$ cat config.mk
export PLATFORM = sky130hd
export DESIGN_NAME = wb_spm_mac_flat
export DESIGN_NICKNAME = d
export VERILOG_FILES = /design/src/rtl/wb_spm_pkg.sv /design/src/rtl/wb_spm_mac_if.sv /design/src/rtl/spm_core.sv /design/src/rtl/wb_spm_mac.sv /design/src/flat_wrapper.sv
export SDC_FILE = /design/constraint.sdc
export NUM_CORES = 1
export LEC_CHECK = 0
export ABC_AREA = 1
export CAP_MARGIN = 20
export CORE_MARGIN = 2
export CORE_UTILIZATION = 66
export DETAILED_ROUTE_END_ITERATION = 10
export PLACE_DENSITY = 0.92
export RECOVER_POWER = 50
export SLEW_MARGIN = 10
export SYNTH_ARGS = -nofsm -noshare
export SYNTH_HDL_FRONTEND = slang
export SYNTH_SLANG_ARGS = --single-unit
export TNS_END_PERCENT = 5
$ cat constraint.sdc
create_clock -name wb_clk_i -period 7.5 [get_ports wb_clk_i]
set_input_delay 2.25 -clock wb_clk_i [delete_from_list [all_inputs] [get_ports wb_clk_i]]
set_output_delay 2.25 -clock wb_clk_i [all_outputs]
set_load 0.05 [all_outputs]
$ cat src/rtl/wb_spm_pkg.sv
// wb_spm_pkg: register map and bit positions shared by the SPM MAC wrapper and core.
package wb_spm_pkg;
  typedef enum logic [7:0] {
    OFS_X      = 8'h00,
    OFS_Y      = 8'h04,
    OFS_CTRL   = 8'h08,
    OFS_STATUS = 8'h0C,
    OFS_P_LO   = 8'h10,
    OFS_P_HI   = 8'h14
  } reg_ofs_e;
  localparam int CTRL_START  = 0;
  localparam int CTRL_ACC    = 1;
  localparam int CTRL_IRQ_EN = 2;
  localparam int CTRL_CLR    = 3;
  localparam int STATUS_BUSY = 0;
  localparam int STATUS_DONE = 1;
  function automatic logic [31:0] wmask(input logic [31:0] old, input logic [31:0] dat,
                                        input logic [3:0] sel);
    logic [31:0] r;
    for (int i = 0; i < 4; i++) r[8*i+:8] = sel[i] ? dat[8*i+:8] : old[8*i+:8];
    return r;
  endfunction
endpackage

$ cat src/rtl/wb_spm_mac_if.sv
// wb_spm_mac_if: Caravel wishbone slave bus bundle.
interface wb_spm_mac_if;
  logic        wbs_cyc_i;
  logic        wbs_stb_i;
  logic        wbs_we_i;
  logic [3:0]  wbs_sel_i;
  logic [31:0] wbs_adr_i;
  logic [31:0] wbs_dat_i;
  logic        wbs_ack_o;
  logic [31:0] wbs_dat_o;
  modport slave (input wbs_cyc_i, wbs_stb_i, wbs_we_i, wbs_sel_i, wbs_adr_i, wbs_dat_i,
                 output wbs_ack_o, wbs_dat_o);
  modport master (output wbs_cyc_i, wbs_stb_i, wbs_we_i, wbs_sel_i, wbs_adr_i, wbs_dat_i,
                  input wbs_ack_o, wbs_dat_o);
endinterface

$ cat src/rtl/spm_core.sv
// spm_core: serial shift-add multiplier, one multiplier bit per clock.
module spm_core #(
  parameter int WIDTH = 32
) (
  input  logic               clk,
  input  logic               rst,
  input  logic               start,
  input  logic               acc_in,
  input  logic [WIDTH-1:0]   x,
  input  logic [WIDTH-1:0]   y,
  input  logic [2*WIDTH-1:0] p_in,
  output logic               busy,
  output logic               done_pulse,
  output logic [2*WIDTH-1:0] p_out
);
  localparam int PW = 2 * WIDTH;
  localparam int CW = $clog2(WIDTH);
  logic [PW-1:0]    xs, sum;
  logic [WIDTH-1:0] ys;
  logic [CW-1:0]    cnt;
  // p_out is the next partial sum, so the wrapper can capture it on the final busy edge
  assign p_out      = sum + (ys[0] ? xs : '0);
  assign done_pulse = busy && cnt == CW'(WIDTH - 1);
  always_ff @(posedge clk) begin
    if (rst) begin
      busy <= 1'b0;
      xs   <= '0;
      ys   <= '0;
      cnt  <= '0;
      sum  <= '0;
    end else if (start) begin
      busy <= 1'b1;
      xs   <= PW'(x);
      ys   <= y;
      cnt  <= '0;
      sum  <= acc_in ? p_in : '0;
    end else if (busy) begin
      busy <= !done_pulse;
      xs   <= xs << 1;
      ys   <= ys >> 1;
      cnt  <= cnt + 1'b1;
      sum  <= p_out;
    end
  end
endmodule

$ cat src/rtl/wb_spm_mac.sv
// wb_spm_mac: wishbone register file and decode around the serial multiply-accumulate core.
module wb_spm_mac
  import wb_spm_pkg::*;
#(
  parameter int          WIDTH     = 32,
  parameter logic [31:0] BASE_ADDR = 32'h3000_0000
) (
  input  logic         wb_clk_i,
  input  logic         wb_rst_i,
  wb_spm_mac_if.slave  wb,
  output logic         irq
);
  localparam int PW = 2 * WIDTH;
  logic [WIDTH-1:0] x, y;
  logic [PW-1:0]    p, p_out, p_seed;
  logic [63:0]      p64;
  logic [31:0]      rdata, dat;
  logic [7:0]       ofs;
  logic acc, irq_en, done, busy, done_pulse;
  logic hit, wr, wr_ctrl, start, clr, acc_d, w1c;
  assign dat     = wb.wbs_dat_i;
  assign ofs     = wb.wbs_adr_i[7:0];
  assign hit     = wb.wbs_cyc_i & wb.wbs_stb_i & (wb.wbs_adr_i[31:8] == BASE_ADDR[31:8]) & ~wb.wbs_ack_o;
  assign wr      = hit & wb.wbs_we_i;
  assign wr_ctrl = wr & (ofs == OFS_CTRL) & wb.wbs_sel_i[0];
  assign start   = wr_ctrl & dat[CTRL_START] & ~busy;
  assign clr     = wr_ctrl & dat[CTRL_CLR] & ~busy;
  assign w1c     = wr & (ofs == OFS_STATUS) & wb.wbs_sel_i[0] & dat[STATUS_DONE];
  // ACC written alongside START takes effect for that run; CLR beats an accumulate seed
  assign acc_d   = wr_ctrl ? dat[CTRL_ACC] : acc;
  assign p_seed  = clr ? '0 : p;
  assign p64     = 64'(p);
  always_comb
    rdata = ofs == OFS_X      ? 32'(x) :
            ofs == OFS_Y      ? 32'(y) :
            ofs == OFS_CTRL   ? 32'({irq_en, acc, 1'b0}) :
            ofs == OFS_STATUS ? 32'({done, busy}) :
            ofs == OFS_P_LO   ? p64[31:0] :
            ofs == OFS_P_HI   ? p64[63:32] : 32'h0;
  spm_core #(.WIDTH(WIDTH)) u_core (
    .clk(wb_clk_i), .rst(wb_rst_i), .start, .acc_in(acc_d), .x, .y, .p_in(p_seed),
    .busy, .done_pulse, .p_out
  );
  always_ff @(posedge wb_clk_i) begin
    if (wb_rst_i) begin
      wb.wbs_ack_o <= 1'b0;
      wb.wbs_dat_o <= '0;
      irq          <= 1'b0;
      x            <= '0;
      y            <= '0;
      p            <= '0;
      acc          <= 1'b0;
      irq_en       <= 1'b0;
      done         <= 1'b0;
    end else begin
      wb.wbs_ack_o <= hit;
      wb.wbs_dat_o <= (hit & ~wb.wbs_we_i) ? rdata : '0;
      irq          <= done & irq_en;
      if (wr && ofs == OFS_X && !busy) x <= WIDTH'(wmask(32'(x), dat, wb.wbs_sel_i));
      if (wr && ofs == OFS_Y && !busy) y <= WIDTH'(wmask(32'(y), dat, wb.wbs_sel_i));
      if (wr_ctrl) begin
        acc    <= dat[CTRL_ACC];
        irq_en <= dat[CTRL_IRQ_EN];
      end
      if (clr) p <= '0;
      else if (done_pulse) p <= p_out;
      if (done_pulse) done <= 1'b1;
      else if (start || w1c) done <= 1'b0;
    end
  end
endmodule

$ cat src/flat_wrapper.sv
// flat-port wrapper written by rule: the top's interface ports become plain ports
module wb_spm_mac_flat import wb_spm_pkg::*;
#(
  parameter int          WIDTH     = 32,
  parameter logic [31:0] BASE_ADDR = 32'h3000_0000
)
  (wb_clk_i, wb_rst_i, irq, wb_wbs_cyc_i, wb_wbs_stb_i, wb_wbs_we_i, wb_wbs_sel_i, wb_wbs_adr_i, wb_wbs_dat_i, wb_wbs_ack_o, wb_wbs_dat_o);
  wb_spm_mac_if wb_i ();
  input  logic wb_clk_i;
  input  logic wb_rst_i;
  output logic irq;
  input wire logic [$bits(wb_i.wbs_cyc_i)-1:0] wb_wbs_cyc_i;
  input wire logic [$bits(wb_i.wbs_stb_i)-1:0] wb_wbs_stb_i;
  input wire logic [$bits(wb_i.wbs_we_i)-1:0] wb_wbs_we_i;
  input wire logic [$bits(wb_i.wbs_sel_i)-1:0] wb_wbs_sel_i;
  input wire logic [$bits(wb_i.wbs_adr_i)-1:0] wb_wbs_adr_i;
  input wire logic [$bits(wb_i.wbs_dat_i)-1:0] wb_wbs_dat_i;
  output wire logic [$bits(wb_i.wbs_ack_o)-1:0] wb_wbs_ack_o;
  output wire logic [$bits(wb_i.wbs_dat_o)-1:0] wb_wbs_dat_o;
  assign wb_i.wbs_cyc_i = wb_wbs_cyc_i;
  assign wb_i.wbs_stb_i = wb_wbs_stb_i;
  assign wb_i.wbs_we_i = wb_wbs_we_i;
  assign wb_i.wbs_sel_i = wb_wbs_sel_i;
  assign wb_i.wbs_adr_i = wb_wbs_adr_i;
  assign wb_i.wbs_dat_i = wb_wbs_dat_i;
  assign wb_wbs_ack_o = wb_i.wbs_ack_o;
  assign wb_wbs_dat_o = wb_i.wbs_dat_o;
  wb_spm_mac #(.WIDTH(WIDTH), .BASE_ADDR(BASE_ADDR)) u_core (.wb_clk_i(wb_clk_i), .wb_rst_i(wb_rst_i), .wb(wb_i), .irq(irq));
endmodule
* After elaboration in Yosys (flattened, before gate mapping)
Index checks and enable logic that the tools add are counted.
** Storage, ports and cells
- Word-level logic and storage cells :: 91
- Input bits :: 73
- Output and inout bits :: 34
- Register bits after elaboration :: 331
** Cells by class
- Eq/ne operators :: 7
- Multiplexer cells :: 20
- $add $sub $neg :: 2
- Bitwise gates (word level) :: 19
- Reduce and logical (&&, ||, !) cells :: 22
** Operators with widths (count)
- $mux 32 :: 10
- $mux 64 :: 5
- $add 64x64->64 :: 1
- $eq 24x22->1 const B :: 1
- $eq 8x4->1 const B :: 2
- $eq 8x5->1 const B :: 2
- $reduce_and 2->1 :: 8
- $and 1x1->1 :: 15
- $eq 8x3->1 const B :: 1
- $logic_not 8->1 :: 1
- $reduce_or 2->1 :: 3
- $add 5x1->5 const B :: 1
- $eq 5x5->1 const B :: 1
- $logic_and 1x1->1 :: 5
- $mux 1 :: 5
- $not 1->1 :: 4
- $reduce_bool 2->1 :: 2
- $logic_not 1->1 :: 2
- $logic_or 1x1->1 :: 1

* Depth between registers and ports, before layout
Gate-level depths: netlist (run 1).
- Depth after elaboration :: 11
- Gate-level depth with buffers :: 21

* Hierarchy
Synthesis (run 1) repeated with hierarchy kept, for this count alone.
** Second synthesis, totals
- Cell total of the unflattened synthesis :: 3424
- Area total of the unflattened synthesis :: 20562.2 µm²
** Modules (own cells, without submodules)
- spm_core :: instances 1, cells an instance 2421, area an instance 13590.5 µm²
- wb_spm_mac :: instances 1, cells an instance 1003, area an instance 6971.7 µm²

* Worst setup path before layout (run 1)
No wires, ideal clock.
- Path type :: input to register
- Start point :: in wb_wbs_adr_i[31]
- End point :: reg u_core.u_core.ys[24]
- Path slack :: 3.692 ns
- Stages :: 15
- Path buffers :: 2
- Data arrival time :: 3.698 ns
- Cells stage by stage :: nor2_1 nand2_1 nand3b_1 nor2_2 nand3_1 nor2_2 nand2_1 nand2_4 inv_2 buf_6 buf_2 nand2_1 nand3_1 nand2_1 inv_1
** Between the ends
- Cells in the longest elaborated chain, start to end :: 9
- Elaborated cells on any way between the ends :: 10
- Those cells by class :: eq/ne: 1; mux: 1; bitwise: 7; reduce/logical: 1
** Ends and longest elaborated chain
- start, declared :: RTL line flat_wrapper.sv:16 : input wire logic [$bits(wb_i.wbs_adr_i)-1:0] wb_wbs_adr_i;
- $eq 24x22->1 (*) :: RTL line wb_spm_mac.sv:23 : assign hit = wb.wbs_cyc_i & wb.wbs_stb_i & (wb.wbs_adr_i[31:8] == BASE_ADDR[31:8]) & ~wb.wbs_ack_o;
- $and 1x1->1 (*) (2 in a row) :: RTL line wb_spm_mac.sv:23
- $and 1x1->1 (*) :: RTL line wb_spm_mac.sv:24 : assign wr = hit & wb.wbs_we_i;
- $and 1x1->1 (*) (2 in a row) :: RTL line wb_spm_mac.sv:25 : assign wr_ctrl = wr & (ofs == OFS_CTRL) & wb.wbs_sel_i[0];
- $and 1x1->1 (*) (2 in a row) :: RTL line wb_spm_mac.sv:26 : assign start = wr_ctrl & dat[CTRL_START] & ~busy;
- $mux 32 or $reduce_bool 2->1 (tied branches)
- end signal, assigned :: RTL line spm_core.sv:34 : ys <= y;
- end signal, assigned :: RTL line spm_core.sv:40 : ys <= ys >> 1;
- end, declared :: RTL line spm_core.sv:19 : logic [WIDTH-1:0] ys;
Every way passes the cells marked *; elsewhere a longest branch is shown, timed or not.
A chain may end at the register's enable or synchronous reset.

* Worst setup path in the final report (run 1)
- Start point :: in wb_rst_i
- End point :: reg u_core.p[10]
** Between the ends
- Cells in the longest elaborated chain, start to end :: 1
** Ends and longest elaborated chain
- start, declared :: RTL line flat_wrapper.sv:10 : input logic wb_rst_i;
- $reduce_or 2->1 (no line)
- end signal, assigned :: RTL line wb_spm_mac.sv:66 : else if (done_pulse) p <= p_out;
- end, declared :: RTL line wb_spm_mac.sv:15 : logic [PW-1:0] p, p_out, p_seed;
Every way passes these cells.

==> results of run 1 <==
worst register-to-register path, stage by stage, from the launching register on:
cell and delay, ns:
dfxtp_1 0.31, inv_1 0.06, nand2_1 0.08, nand3b_1 0.20
nor2_1 0.30, nand3_1 0.16, nor2_1 0.16, nand2_1 0.40
o21ai_1 1.74, buf_4 0.55, a211oi_1 0.12
cells in the final DEF, fill, tap and decap left out, drive strengths merged, types with 12 or more instances in the layout:
master / count
xor2: 13
nor2: 225
clkbuf: 51
o221ai: 24
clkdlybuf4s50: 70
a211oi: 24
nand2: 1090
xnor2: 15
nor3: 51
ha: 65
nand3: 158
a21oi: 350
dlygate4sd3: 35
nand4: 27
o21ai: 151
clkinv: 14
o211ai: 12
buf: 19
dfxtp: 331
inv: 615
metrics by stage:
stage / utilization / setup slack (ns) / cell area [sq um] / hold slack [ns]
floorplan: - / 3.69 / 20100 / 0.410
global placement: 0.712 / 1.71 / 21200 / 0.446
detailed placement: 0.713 / 1.61 / 21200 / 0.459
CTS: 0.756 / 2.07 / 22500 / 0.469
global route: 0.756 / 0.889 / 22500 / 0.486
finish: 0.756 / 0.991 / 22500 / 0.471
worst paths after layout:
path                                         endpoint  cells past startpoint
worst max-delay path                     u_core.p[10]                      6
worst min-delay path            u_core.u_core.sum[58]                      2
worst max register to register           u_core.p[10]                     10
worst min register to register  u_core.u_core.sum[58]                      2
registers in the layout (all words and copies together), names as in the netlist:
signal,flops
u_core.acc,1
u_core.done,1
u_core.irq,1
u_core.irq_en,1
u_core.p,64
u_core.u_core.busy,1
u_core.u_core.cnt,5
u_core.u_core.sum,64
u_core.u_core.xs,64
u_core.u_core.ys,32
u_core.wb.wbs_ack_o,1
u_core.wb.wbs_dat_o,32
u_core.x,32
u_core.y,32
layer usage:
layer / track usage / vias to the layer above / wire, microns / part of all wire
met5: 0 / - / 0 / 0
met4: 0.278 / 0 / 4840 / 0.066
met3: 0.0916 / 397 / 8680 / 0.12
met2: 0.745 / 1634 / 33000 / 0.45
met1: 0.541 / 10100 / 26500 / 0.36
li1: - / 10400 / - / -
area by class of cell:
| cell class | instances | area, sq um | share of cell area |
|---|---|---|---|
| repair buffers | 129 | 1250 | 0.0555 |
| clock buffers | 46 | 998 | 0.0443 |
| multi-input cells | 2244 | 10500 | 0.468 |
| inverters | 618 | 2320 | 0.103 |
| flip-flops and latches | 331 | 6630 | 0.294 |
| diodes | 1 | 2.50 | 0.000111 |
| well taps | 390 | 488 | 0.0217 |
| clock inverters | 18 | 283 | 0.0126 |
report_power, final:
part / switching, mW / internal (mW)
Combinational: 0.0585 / 0.0435
Clock: 0.797 / 1.13
Sequential: 0.0000000000695 / 1.76
cells by family after synthesis:
logic type / share of synthesized area
buf+inv: 0.145
xor+xnor: 0.0122
flops: 0.330
simple gates: 0.314
fa+ha+maj: 0.0415
compound gates: 0.158
==> flow_summary.yaml, run 1 <==
routing:
  drtIter0Drc: 3144
  drc: 0
  wirelength_mm: 73.1
  ant_nets: 0
  wl_per_cell_microns: 19.3
  drtPass1Iterations: 6
  vias_per_cell: 5.99
  num_vias: 22600
clock_network:
  clkLatencyLatePin_ns: 0.57
  cts_root_buffer: "clkbuf_16"
  hold_buffers: 0
  post_cts_resize_count: 0
  cts_buffers: 36
  clockBufferDepth: 3
  post_cts_buffers: 0
  tritoncts: "yes"
  cts_sinks: 331
  cts_max_level: 2
  path_clk_slew_ns: 0.07
final_layout:
  nets: 3499
  fin_cells: 3777
  drive_gt1_frac: 0.0322
  fillCellCount: 2321
  syn2layout_area_growth_pct: 12.1
power:
  p_leak_nw: 11.3
  power.ir.vdd_worst_mv: 0.227
  total_power_mw: 3.79
  p_per_area_nw_per_um2: 168
sta:
  hold_viol_final: 0
  skew_ns: 0.0380
  tightest_slew_ns: 2.73
  rsz0062_at_grt: "no"
  setup_viol: 0
  period_share: 0.868
  fmax_ghz: 0.154
  maxSlewViolCount: 97
  slew_headroom: -0.822
  finalCriticalPeriod_ns: 6.51
  setup-tns-final_ns: 0
synthesis:
  syn-num-nets: 3466
  synth_edf_count: 0
  postSynth.asyncResetShare: 0
  yosys.area.top_type: "dfxtp_1"
  synth_top_area_share: 0.330
  seq_area_frac_synth: 0.330
  synth_ff_type: "dfxtp_1"
  netlist_area_sq_um: 20100
  avgSynthCellArea_sq_um: 6.04
  synth_common_cells: "nand2_1, inv_1, a21oi_1, dfxtp_1, nor2_1"
  synth_seq_cells: 331
  yosysMostFrequentCell: "nand2_1"
  synth_cell_types: 41
  synth_area_leaders: "dfxtp_1, nand2_1, inv_1"
  syn_inst: 3327
  yosys_warnings: 0
setup_path:
  cp.required_ns: 7.89
  reg2reg_setup_slack_ns: 3.27
  crit_type: "input port to register"
  crit_chain: "buf_2, clkbuf_1, clkinvlp_2, o21ai_1, buf_4, a211oi_1"
  critical_path.top_delay_family: "buffers and inverters"
  r2r-start: "u_core.wb.wbs_ack_o"
  critPathMaxFanout: 42
  max_stage_delay_ns: 1.91
  crit_slowest_cell: "clkbuf_1"
  worst_setup_path_end_kind: "register"
  cp_num_buf_inv: 4
  worstPathArrival_ns: 6.90
  critPathLaunch: "wb_rst_i"
  worstSetupStartpointType: "input port"
global_routing:
  grt_pass1_vias: 21400
  grt_overflow_total: 0
  gr-usage-all-layers: 0.452
  grt_max_degree: 128
  antenna_found_initial: 1
  grt_pass1_wl_mm: 112
run_status:
  status: "complete, but fails checks"
  violations: "max-capacitance violations, max-slew violations"
worst_hold_path:
  hp-start: "u_core.u_core.sum[58]"
  min_path_type: "register to register"
job:
  max_cap_viol_count: 3
die:
  die_x_microns: 178
  core_sq_um: 29800
  die_h_microns: 178
  initial_core_util: 0.674
  fp-row-count: 63
  pin_count: 107
  die-area_sq_um: 31800
placement:
  place_hpwl_mm: 50.7
  io_buffers: 106
  place_congestion: 1.07
  place_inst: 3711
Note: power is estimated with default switching activity, not from simulation.
==> inputs of run 2 (changes only) <==
CTS_BUF_LIST = sky130_fd_sc_hd__clkbuf_16   (was not set)
==> run 2 against run 1 <==
  * The flow still finishes with violations (max-capacitance violations, max-slew violations)
  * First-iteration DRC count grew 6.5%
  * Fmax is 0.89% lower
  * Design area fell by 0.20%
  * Core utilization shrank 0.15 points
  * Global-route usage decreased by 0.11 points
  * Worst setup slack worse by 0.058 ns
  * Non-clock buffer count up 1
==> flow_summary.yaml, run 2 (same netlist as run 1, synthesis figures left out) <==
placement:
  place_hpwl_mm: 50.7
  io_buffers: 106
  place_congestion: 1.07
  place_area_sq_um: 21200
clock_network:
  cts_max_level: 2
  path_clk_slew_ns: 0.07
  hold_buffers: 0
  clockBufferDepth: 3
  post_cts_resize_count: 0
  cts_buffers: 36
  post_cts_buffers: 0
  cts_sinks: 331
  clkLatencyLatePin_ns: 0.57
  tritoncts: "yes"
  cts_root_buffer: "clkbuf_16"
routing:
  vias_per_cell: 6.01
  wirelength_mm: 72.9
  wl_per_cell_microns: 19.3
  drtIter0Drc: 3348
  drtPass1Iterations: 6
  drc: 0
  ant_nets: 0
  num_vias: 22700
global_routing:
  grt_max_degree: 128
  antenna_found_initial: 1
  gr-usage-all-layers: 0.451
  grt_pass1_wl_mm: 111
  grt_pass1_vias: 21400
  grt_overflow_total: 0
sta:
  hold_slack_ns: 0.471
  skew_ns: 0.0324
  tightest_slew_ns: 2.77
  slew_headroom: -0.850
  hold_viol_final: 0
  fmax_ghz: 0.152
  period_share: 0.876
  maxSlewViolCount: 97
  rsz0062_at_grt: "no"
  setup-tns-final_ns: 0
  setup_viol: 0
  finalCriticalPeriod_ns: 6.57
setup_path:
  crit_chain: "buf_2, clkbuf_1, clkinvlp_2, o21ai_1, buf_4, a211oi_1"
  worstPathArrival_ns: 6.96
  cp.required_ns: 7.89
  worstSetupStartpointType: "input port"
  worst_setup_path_end_kind: "register"
  critPathMaxFanout: 42
  max_stage_delay_ns: 1.94
  crit_type: "input port to register"
  crit_slowest_cell: "clkbuf_1"
die:
  die_x_microns: 178
  die-area_sq_um: 31800
  fp-row-count: 63
  die_h_microns: 178
  pin_count: 107
  core_sq_um: 29800
  initial_core_util: 0.674
power:
  p_clk_frac: 0.499
  p_int_mw: 2.86
  p_leak_nw: 11.3
  pwr-share-seq: 0.473
  swShare: 0.229
  power.ir.vdd_worst_mv: 0.226
  pwr-share-comb: 0.027
  p_switching_mw: 0.850
  total_power_mw: 3.71
  p_per_area_nw_per_um2: 165
final_layout:
  mostFrequentLayoutCells: "nand2_1, inv_1, a21oi_1"
  stdcell_area_sq_um: 22500
  nets: 3500
  drive_gt1_frac: 0.0316
  final_common_cell: "nand2_1"
  syn2layout_area_growth_pct: 11.9
  top_regs: "u_core.p x64, u_core.u_core.sum x64, u_core.u_core.xs x64"
job:
  max_cap_viol_count: 3
run_status:
  violations: "max-capacitance violations, max-slew violations"
  status: "complete, but fails checks"
worst_hold_path:
  min_path_type: "register to register"
==> run 2: final timing paths <==
path	startpoint	end	slack (ns)	cells after the start
worst max-delay path	wb_rst_i	u_core.p[10]	0.93	6
worst min-delay path	u_core.u_core.cnt[4]	u_core.u_core.cnt[4]	0.47	2
worst max register to register	u_core.u_core.busy	u_core.u_core.sum[5]	3.42	9
worst min register to register	u_core.u_core.cnt[4]	u_core.u_core.cnt[4]	0.47	2
==> run 2: area by class of cell <==
| class | instances | area [sq um] |
|---|---|---|
| diodes | 1 | 2.50 |
| clock buffers | 36 | 901 |
| clock inverters | 28 | 320 |
| fillers | 2330 | 7330 |
| inverters | 618 | 2320 |
| multi-input cells | 2244 | 10500 |
| flip-flops and latches | 331 | 6630 |
| well taps | 390 | 488 |
| repair buffers | 130 | 1260 |
==> run 2: power groups by stage <==
stage	sequential, mW	clock (mW)	combinational, mW
after floorplan	1.80	0	0.0386
after global placement	1.80	0	0.0929
after detailed placement	1.80	0	0.0965
after CTS	1.76	1.84	0.0980
after global routing	1.76	1.91	0.107
final	1.76	1.85	0.102
==> run 2: worst max-delay path: cells and delay by family <==
| family | cells | cell delay, ns |
|---|---|---|
| compound gates | 2 | 1.42 |
| buf+inv | 4 | 3.24 |
==> run 2: through the flow <==
stage / util / cells / worst slack [ns]
floorplan: - / 3327 / 3.69
global placement: 0.712 / 3709 / 1.71
detailed placement: 0.713 / 3711 / 1.61
CTS: 0.754 / 3775 / 2.07
global route: 0.754 / 3777 / 0.886
finish: 0.754 / 3778 / 0.933
==> run 2: per-layer routing <==
metal	vias to the layer above	wire, microns	GRT usage
met1	10200	26100	0.542
met4	0	5220	0.294
met2	1682	32800	0.738
met3	420	8780	0.0827
li1	10400	-	-
met5	-	0	0
